--- config.mk ---
export PLATFORM = sky130hd
export DESIGN_NAME = sram_stream_loader
export DESIGN_NICKNAME = d
export VERILOG_FILES = /design/src/rtl/sram_stream_loader.sv
export SDC_FILE = /design/constraint.sdc
export NUM_CORES = 1
export LEC_CHECK = 0
export CAP_MARGIN = 15
export CORE_ASPECT_RATIO = 0.9
export CORE_MARGIN = 2
export CORE_UTILIZATION = 56
export CTS_BUF_LIST = sky130_fd_sc_hd__clkbuf_8 sky130_fd_sc_hd__clkbuf_16
export DETAILED_ROUTE_END_ITERATION = 8
export GPL_ROUTABILITY_DRIVEN = 0
export PLACE_DENSITY = 0.95
export SLEW_MARGIN = 5
export SYNTH_ARGS = -nofsm -noshare
export SYNTH_HDL_FRONTEND = slang
export SYNTH_SLANG_ARGS = --single-unit
--- constraint.sdc ---
create_clock -name ldr_clk -period 3.65 [get_ports ldr_clk]
set_clock_uncertainty 0.15 [all_clocks]
set_input_delay 0.365 -clock ldr_clk [delete_from_list [all_inputs] [get_ports ldr_clk]]
set_output_delay 0.365 -clock ldr_clk [all_outputs]
set_load 0.01 [all_outputs]
--- src/rtl/sram_stream_loader.sv ---
// Packs a little-endian byte stream into data_width words and writes them to consecutive SRAM addresses.
// Latency: write issued the cycle after a word's last byte is accepted; peak 1 word per (data_width/8 + 1) cycles.
// Backpressure: byte_ready is high only while collecting; the stream is held off during WRITE, DONE and IDLE.
//
// Ports: ldr_clk/ldr_rst_n clock and async active-low reset; ldr_start/ldr_base/ldr_count/ldr_abort load control;
//        byte_data/byte_valid/byte_ready input byte stream; sram_address/sram_data_i/sram_cs/sram_we registered
//        SRAM write port; ldr_busy/ldr_done/ldr_words load status.
module sram_stream_loader #(
  parameter int data_width    = 32,  // must be a multiple of 8
  parameter int address_width = 13,
  parameter int count_width   = 14   // address_width+1 so a full-memory load fits
) (
  input  logic                     ldr_clk,
  input  logic                     ldr_rst_n,
  input  logic                     ldr_start,
  input  logic [address_width-1:0] ldr_base,
  input  logic [count_width-1:0]   ldr_count,
  input  logic                     ldr_abort,
  input  logic [7:0]               byte_data,
  input  logic                     byte_valid,
  output logic                     byte_ready,
  output logic [address_width-1:0] sram_address,
  output logic [data_width-1:0]    sram_data_i,
  output logic                     sram_cs,
  output logic                     sram_we,
  output logic                     ldr_busy,
  output logic                     ldr_done,
  output logic [count_width-1:0]   ldr_words
);

  localparam int bytes_per_word = data_width / 8;
  localparam int idx_width      = (bytes_per_word > 1) ? $clog2(bytes_per_word) : 1;
  localparam logic [idx_width-1:0] last_idx = idx_width'(bytes_per_word - 1);

  typedef enum logic [1:0] {IDLE, COLLECT, WRITE, DONE} state_t;

  state_t                   state;
  state_t                   state_next;
  logic [address_width-1:0] addr;
  logic [count_width-1:0]   count;
  logic [idx_width-1:0]     byte_idx;
  logic [data_width-1:0]    part_word;
  logic [data_width-1:0]    word_next;
  logic [count_width-1:0]   words_inc;
  logic                     byte_fire;
  logic                     last_byte;

  // Status outputs are pure decodes of the state register.
  assign byte_ready = (state == COLLECT);
  assign ldr_busy   = (state != IDLE);
  assign ldr_done   = (state == DONE);
  assign byte_fire  = byte_valid & byte_ready;
  assign last_byte  = (byte_idx == last_idx);
  assign words_inc  = ldr_words + 1'b1;

  // Partial word with the incoming byte merged into its lane; used both to
  // update the accumulator and, on the last byte, as the SRAM write data.
  always_comb begin
    word_next = part_word;
    for (int k = 0; k < bytes_per_word; k++) begin
      if (byte_idx == idx_width'(k)) begin
        word_next[8*k +: 8] = byte_data;
      end
    end
  end

  always_ff @(posedge ldr_clk or negedge ldr_rst_n) begin
    if (!ldr_rst_n) begin
      state <= IDLE;
    end else begin
      state <= state_next;
    end
  end

  always_comb begin
    state_next = state;
    case (state)
      IDLE: begin
        if (ldr_start) begin
          state_next = (ldr_count != '0) ? COLLECT : DONE;
        end
      end
      COLLECT: begin
        // Abort wins over a same-cycle handshake: the byte is swallowed.
        if (ldr_abort) begin
          state_next = IDLE;
        end else if (byte_fire && last_byte) begin
          state_next = WRITE;
        end
      end
      WRITE: begin
        // The write is already on the bus; abort only suppresses DONE.
        if (ldr_abort) begin
          state_next = IDLE;
        end else if (words_inc == count) begin
          state_next = DONE;
        end else begin
          state_next = COLLECT;
        end
      end
      DONE:    state_next = IDLE;
      default: state_next = IDLE;
    endcase
  end

  always_ff @(posedge ldr_clk or negedge ldr_rst_n) begin
    if (!ldr_rst_n) begin
      addr         <= '0;
      count        <= '0;
      byte_idx     <= '0;
      part_word    <= '0;
      ldr_words    <= '0;
      sram_address <= '0;
      sram_data_i  <= '0;
      sram_cs      <= 1'b0;
      sram_we      <= 1'b0;
    end else begin
      sram_cs <= 1'b0;
      sram_we <= 1'b0;
      case (state)
        IDLE: begin
          if (ldr_start) begin
            ldr_words <= '0;
            byte_idx  <= '0;
            part_word <= '0;
            if (ldr_count != '0) begin
              addr  <= ldr_base;
              count <= ldr_count;
            end
          end
        end
        COLLECT: begin
          if (ldr_abort) begin
            byte_idx  <= '0;
            part_word <= '0;
          end else if (byte_fire) begin
            part_word <= word_next;
            if (last_byte) begin
              // Write port is loaded here so it is a clean register output
              // during the WRITE cycle and holds afterwards.
              byte_idx     <= '0;
              sram_cs      <= 1'b1;
              sram_we      <= 1'b1;
              sram_address <= addr;
              sram_data_i  <= word_next;
            end else begin
              byte_idx <= byte_idx + 1'b1;
            end
          end
        end
        WRITE: begin
          addr      <= addr + 1'b1;  // wraps naturally at 2^address_width
          ldr_words <= words_inc;
        end
        default: ;
      endcase
    end
  end

endmodule

After elaboration in Yosys (flattened, before gate mapping)
Index checks and enable logic that the tools add are counted.

Bits of input ports: 40. Output and inout port bits: 64. Flip-flop bits (word level): 123.

Bitwise logic cells: 2. Reduce and logical (&&, ||, !) cells: 13. Multiplexer cells: 29. Equal/unequal tests: 11. Add/subtract/negate cells: 3.

Operators by type and width (count): $mux 32 (3); $pmux 32 s2 (1); $mux 8 (4); $pmux 14 s2 (1); $mux 13 (2); $pmux 13 s2 (1); $mux 2 (10); $add 14x1->14 const B (1); $eq 14x14->1 (1); $mux 14 (1); $reduce_bool 14->1 (1); $add 13x1->13 const B (1); $reduce_and 3->1 (3); $eq 2x2->1 const B (4); $pmux 2 s4 (1); $ne 3x2->1 const B (2); $reduce_bool 2->1 (3); $eq 2x1->1 const B (2); $logic_not 2->1 (2); $mux 1 (4); $ne 2x2->1 const B (2); $pmux 2 s2 (1); $reduce_and 2->1 (2); $reduce_and 4->1 (1); other kinds (4) (4).

Depth between registers and ports, before layout
Gate-level depths: netlist (run 1).

Depth in word-level cells: 6. Gate-level depth with buffers: 7. Depth with buffers taken out: 6.

Worst setup path after synthesis (run 1)
Ideal clock, no wire load.

Path kind: register -> register. Start: reg ldr_words[0]. End: reg state[1]. Arrival: 2.013 ns. Path slack: 1.384 ns. Required time: 3.396 ns. Stages on the path, launching flop included: 8. Path buffers: 1. Period minus slack after synthesis: 2.266 ns. Path through: dfrtp_1 > ha_1 > and3_1 > clkbuf_1 > nand3_1 > a221oi_1 > a211oi_1 > o41ai_2.

Word-level cells in the longest chain between the ends: 5.

RTL lines: from (decl) (line 28) `output logic [count_width-1:0] ldr_words`; from (signal assigned) (line 153) `ldr_words <= words_inc;`; $add 14x1->14 (line 54) `assign words_inc = ldr_words + 1'b1;`; $eq 14x14->1 (line 95) `end else if (words_inc == count) begin`; $mux 2 (line 95); $mux 2 (line 93) `if (ldr_abort) begin`; $pmux 2 s4 (line 77) `case (state)`; to (signal assigned) (line 71) `state <= state_next;`; to (decl) (line 37) `state_t state;`.

Every way passes these cells. A chain may end at the register's enable or synchronous reset.

Final worst setup path (run 1)
Ends and elaborated chain as after synthesis.

==> out/results.txt, run 1 <==
relative slew slack -> 0.260
setup bufs post-CTS -> 0
most frequent cells in the layout -> dfrtp_1 (115), clkdlybuf4s50_1 (102), nor2_1 (49), a21oi_1 (45), mux2_2 (36)
total number of vias -> 4654
DP HPWL -> 9380 um
initial antenna violation count -> 0
register area share after synthesis -> 0.521
PD cells -> 536 nW/um2
Critical Path, Cell by Cell -> ha_1, and3_1, nand3_1, mux2_2, a211oi_1, o41ai_2
Fin. Hold Viols -> 0
initial drt markers -> 256
Hold WC Path Type -> input pin to register
I/O Buffers -> 103
via/cell ratio -> 6.21
number of global-route vias before repair -> 4617
hold slack -> 0.305 ns
P_leak -> 3.11 nW
crit start category -> register
Skew-Pair Late Insertion Delay -> 0.53 ns
fillers -> 638
Final min period -> 2.62 ns
clk buf depth -> 2
Crit path max-delay family -> compound AO/OA/AOI/OAI gates
number of synthesis warnings -> 0
final setup fails -> 0
proportion of synthesized area in mux cells -> 0.120
Most used DFF post-synth -> dfrtp_1
Rows -> 34
largest family of logic cells by synthesized area -> compound AO/OA/AOI/OAI gates
Placement Cell Area -> 6590 um2
Die Area -> 10700 um2
Power Total -> 3.83 mW
Final Cycle Share -> 0.717
slowest cell on the critical path -> dfrtp_1
worst setup path class -> register to register
post-synth cell types -> 49
number of synthesized register bits -> 115
Ports -> 104
Core ar. -> 9660 um2
cts hold-fix bufs -> 1
Final #Nets -> 656
average size of a mapped cell -> 10.6 um2
Post-Syn Area -> 5530 um2
Post-CTS Resized -> 0
crit end category -> register
share of layout cells above drive strength 1 -> 0.127
TritonCTS clock tree -> built
CTS clk-pin slew, worst paths -> 0.06 ns
DRC Markers -> 0
Initial Utilization -> 0.572
pin count of the biggest net entering global routing -> 78
drt total wl -> 14300 um
aggregate global routing overflow -> 0
CTS root buf -> clkbuf_8
Data arrival, critical path -> 2.85 ns
max_cap viols -> 0
Post-Synth Simple-Gate Area -> 0.114
global-route wire length before repair -> 23000 um
CTS Buf Count -> 17
post-synthesis compound-gate area fraction -> 0.165
antenna cells -> 0
Gate Count Post-Synth -> 521
max-slew violations -> 0
post-route cell area -> 7150 um2
status -> completed
RSZ-0062 raised after global routing -> no
Total GRT Usage -> 0.282
Die W -> 109 um
TNS Setup -> 0 ns
maximum fanout along the worst path -> 9
Synth Area in XOR/XNOR -> 0.0285
Max Clk Rate -> 382 MHz
H-tree depth -> 4
chip height -> 98.3 um
Max stage delay on crit path -> 0.53 ns
EDFF count, synth -> 0
WL/cell -> 19.1 um
most common cell after layout, fill and taps aside -> dfrtp_1
drt pass-1 iters -> 5
synthesized net count -> 567
Crit path required time -> 3.88 ns
Worst-Margin Slew -> 1.10 ns
Post-Synth Adder-Cell Area -> 0.0136
FFs w/ async S/R, synth -> 1.00
worst path buffer plus inverter count -> 0
maximum vdd drop -> 0.000373 V
Detail Route Antenna Nets -> 0
Sink Count -> 115
area delta synth->final -> 29.4%
## worst paths after layout
kind                               start              end  slack [ns]  cells past startpoint
min in group asynchronous      ldr_rst_n  sram_data_i[22]        0.37                      2
min                          ldr_base[5]          addr[5]        0.30                      3
max in group asynchronous      ldr_rst_n     ldr_words[4]        2.08                      3
min reg2reg                part_word[12]    part_word[12]        0.35                      1
max                         ldr_words[0]         state[1]        1.03                      6
max reg2reg                 ldr_words[0]         state[1]        1.03                      6
## area by class of cell
cell class | count | area, um2 | share of cell area
flip-flops and latches | 115 | 2880 | 0.402
clock inverters | 15 | 143 | 0.0199
clock buffers | 17 | 414 | 0.0579
well taps | 126 | 158 | 0.0220
repair buffers | 110 | 1080 | 0.151
inverters | 7 | 26.3 | 0.00367
multi-input cells | 359 | 2450 | 0.343
## worst register-to-register path, delay by kind of cell, from the launching register on
kind	cells	cell delay, ns
simple gates	2	0.54
compound gates	2	0.58
fa+ha+maj	1	0.35
flops	1	0.53
mux	1	0.32
## metrics by stage
step | utilization | setup slack, ns | cells
3_3_place_gp | 0.682 | 1.05 | 716
5_1_grt | 0.741 | 0.936 | 749
6_report | 0.741 | 1.03 | 749
3_5_place_dp | 0.682 | 0.953 | 716
4_1_cts | 0.741 | 1.08 | 749
2_1_floorplan | - | 1.38 | 521
## flip-flops by register name, summed over array words and instances, names as in the netlist
signal	count
addr	13
byte_idx	2
count	14
ldr_words	14
part_word	24
sram_address	13
sram_data_i	32
sram_we	1
state	2
## report_power, final
| group | switching (mW) | internal [mW] | total (mW) |
|---|---|---|---|
| Combinational | 0.332 | 0.374 | 0.707 |
| Clock | 0.594 | 0.962 | 1.56 |
| Sequential | 0.134 | 1.44 | 1.57 |
## cell families (layout without fill, tap and decap cells)
group / after synthesis / in the layout
XOR/XNOR: 18 / 18
flip-flops: 115 / 115
multiplexers: 62 / 62
buffers and inverters: 47 / 149
AND/OR/NAND/NOR: 131 / 131
AO/OA/AOI/OAI: 142 / 142
adder cells (fa/ha/maj): 6 / 6
## synth_stat cells (2+ instances only)
| cell | count | area [um2] |
|---|---|---|
| a211oi_1 | 3 | 22.5 |
| a21o_1 | 2 | 15.0 |
| a21oi_1 | 45 | 225 |
| a22o_1 | 25 | 219 |
| a2bb2oi_1 | 5 | 43.8 |
| a31oi_1 | 4 | 25.0 |
| and2_1 | 8 | 50.1 |
| and3_1 | 3 | 18.8 |
| and4_1 | 2 | 17.5 |
| buf_1 | 11 | 41.3 |
| buf_2 | 11 | 55.1 |
| buf_6 | 2 | 22.5 |
| clkbuf_1 | 15 | 56.3 |
| dfrtp_1 | 115 | 2880 |
| ha_1 | 6 | 75.1 |
| inv_1 | 7 | 26.3 |
| mux2_2 | 36 | 405 |
| mux2i_1 | 26 | 260 |
| nand2_1 | 23 | 86.3 |
| nand2b_1 | 3 | 18.8 |
| nand3_1 | 15 | 75.1 |
| nand4_1 | 7 | 43.8 |
| nor2_1 | 50 | 188 |
| nor2b_1 | 3 | 18.8 |
| nor3_1 | 5 | 25.0 |
| nor4_1 | 5 | 31.3 |
| o21ai_0 | 31 | 155 |
| o21ai_1 | 3 | 15.0 |
| o21bai_1 | 2 | 15.0 |
| o22ai_1 | 9 | 56.3 |
| o31ai_1 | 4 | 30.0 |
| or3_1 | 2 | 12.5 |
| xnor2_1 | 13 | 114 |
| xor2_1 | 5 | 43.8 |
## layer usage
metal,vias up,GRT usage,part of all wire
met1,2278,0.344,0.39
met5,-,0,0
met2,264,0.474,0.51
met4,0,0.109,0.028
li1,2068,-,-
met3,44,0.0774,0.075
Note: power is estimated with default switching activity, not from simulation.
==> inputs of run 2 (changes only) <==
--- a/config.mk
+++ b/config.mk
@@ -8,11 +8,11 @@
 export CAP_MARGIN = 15
 export CORE_ASPECT_RATIO = 0.9
 export CORE_MARGIN = 2
-export CORE_UTILIZATION = 56
+export CORE_UTILIZATION = 47
 export CTS_BUF_LIST = sky130_fd_sc_hd__clkbuf_8 sky130_fd_sc_hd__clkbuf_16
 export DETAILED_ROUTE_END_ITERATION = 8
 export GPL_ROUTABILITY_DRIVEN = 0
-export PLACE_DENSITY = 0.95
+export PLACE_DENSITY = 0.87
 export SLEW_MARGIN = 5
 export SYNTH_ARGS = -nofsm -noshare
 export SYNTH_HDL_FRONTEND = slang
==> constraint.sdc (replaced) <==
create_clock -name ldr_clk -period 2.4 [get_ports ldr_clk]
set_clock_uncertainty 0.15 [all_clocks]
set_input_delay 0.24 -clock ldr_clk [delete_from_list [all_inputs] [get_ports ldr_clk]]
set_output_delay 0.24 -clock ldr_clk [all_outputs]
set_load 0.01 [all_outputs]
==> out/results.txt, run 2 (synthesis results as in run 1) <==
status -> completed
global-route wire length before repair -> 23100 um
worst path buffer plus inverter count -> 0
maximum fanout along the worst path -> 2
CTS root buf -> clkbuf_16
crit end category -> register
clk buf depth -> 2
Initial Utilization -> 0.483
pin count of the biggest net entering global routing -> 52
Power Total -> 5.84 mW
maximum vdd drop -> 0.000689 V
Max Clk Rate -> 442 MHz
WL/cell -> 17.7 um
DRC Markers -> 0
r2r setup slk -> 0.14 ns
initial drt markers -> 396
TritonCTS clock tree -> built
Die Area -> 12600 um2
fillers -> 884
Hold WC Path Type -> input pin to async pin
Crit path required time -> 2.55 ns
post-route cell area -> 7370 um2
Final #Nets -> 672
drt pass-1 iters -> 5
max-slew violations -> 0
Die W -> 118 um
setup bufs post-CTS -> 0
initial antenna violation count -> 0
antenna cells -> 0
P_leak -> 3.21 nW
Total GRT Usage -> 0.232
final setup fails -> 0
hold slack -> 0.184 ns
Data arrival, critical path -> 2.42 ns
Placement Cell Area -> 6790 um2
PD cells -> 792 nW/um2
CTS clk-pin slew, worst paths -> 0.05 ns
H-tree depth -> 4
most common cell after layout, fill and taps aside -> dfrtp_1
CTS Buf Count -> 17
Sink Count -> 115
Largest register FFs -> 32
Crit path max-delay family -> simple AND/OR/NAND/NOR gates
chip height -> 107 um
Ports -> 104
Rows -> 37
Core Util, Final -> 0.645
drt total wl -> 14100 um
number of global-route vias before repair -> 4704
Top Registers -> sram_data_i (32), part_word (24)
share of layout cells above drive strength 1 -> 0.146
Final min period -> 2.26 ns
DP HPWL -> 9850 um
Core ar. -> 11400 um2
Final Cycle Share -> 0.942
crit start category -> register
worst setup path class -> register to register
Skew-Pair Late Insertion Delay -> 0.40 ns
Detail Route Antenna Nets -> 0
post-place setup slack -> 0.0409 ns
via/cell ratio -> 5.83
final worst setup slack -> 0.138 ns
Max stage delay on crit path -> 0.49 ns
area delta synth->final -> 33.4%
I/O Buffers -> 103
aggregate global routing overflow -> 0
Fin. Hold Viols -> 0
max_cap viols -> 0
total number of vias -> 4631
relative slew slack -> 0.595
Worst-Margin Slew -> 0.603 ns
Largest Register -> sram_data_i
slowest cell on the critical path -> or4_1
Critical Path, Cell by Cell -> ha_1, xor2_1, or4_1, nor4_2, o2111ai_1, o41ai_2
most frequent cells in the layout -> dfrtp_1 (115), clkdlybuf4s50_1 (102), nor2_1 (49), a21oi_1 (45), mux2_2 (36)
-- run 2: cell count changes in the layout (fill, tap and decap cells not counted), sizes merged --
cell / delta
clkinv: -4
inv: +2
buf: +16
clkinvlp: +1
clkbuf: +1
-- run 2: repair_timing --
item / CTS / global route
hold buffers: 1 / 0
setup endpoints to repair: 0 / 1
hold endpoints to repair: 32 / 0
gates resized for setup: 0 / 1
-- run 2: metal layers --
metal	track usage	vias up	wire, um
li1	-	2089	-
met1	0.287	2292	5760
met4	0.0861	0	261
met5	0	-	0
met3	0.0548	26	958
met2	0.397	224	7120
-- run 2: where the power goes --
| part | leakage, nW | internal (mW) | switching, mW |
|---|---|---|---|
| registers | 1.52 | 2.19 | 0.202 |
| clock network | 0.288 | 1.53 | 0.846 |
| logic | 1.40 | 0.586 | 0.498 |
-- run 2: path summary, 6_finish.rpt --
kind | from | to | depth (start not counted)
worst max-delay path | ldr_words[0] | state[1] | 6
worst min register to register | part_word[3] | part_word[3] | 1
worst min-delay path | ldr_rst_n | sram_data_i[2] | 2
max in group asynchronous | ldr_rst_n | sram_data_i[30] | 3
min in group ldr_clk | ldr_base[5] | addr[5] | 3
worst max register to register | ldr_words[0] | state[1] | 6
-- run 2: area by class of cell --
type / count / area (um2) / area share
flip-flops and latches: 115 / 2880 / 0.390
clock inverters: 14 / 125 / 0.0170
clock buffers: 18 / 439 / 0.0596
inverters: 7 / 26.3 / 0.00356
repair buffers: 126 / 1250 / 0.170
well taps: 156 / 195 / 0.0265
multi-input cells: 359 / 2460 / 0.333
-- run 2: through the flow --
stage / setup TNS (ns) / instances
floorplan: 0 / 521
global placement: 0 / 762
detailed placement: 0 / 762
CTS: 0 / 795
global route: -0.0205 / 795
finish: 0 / 795
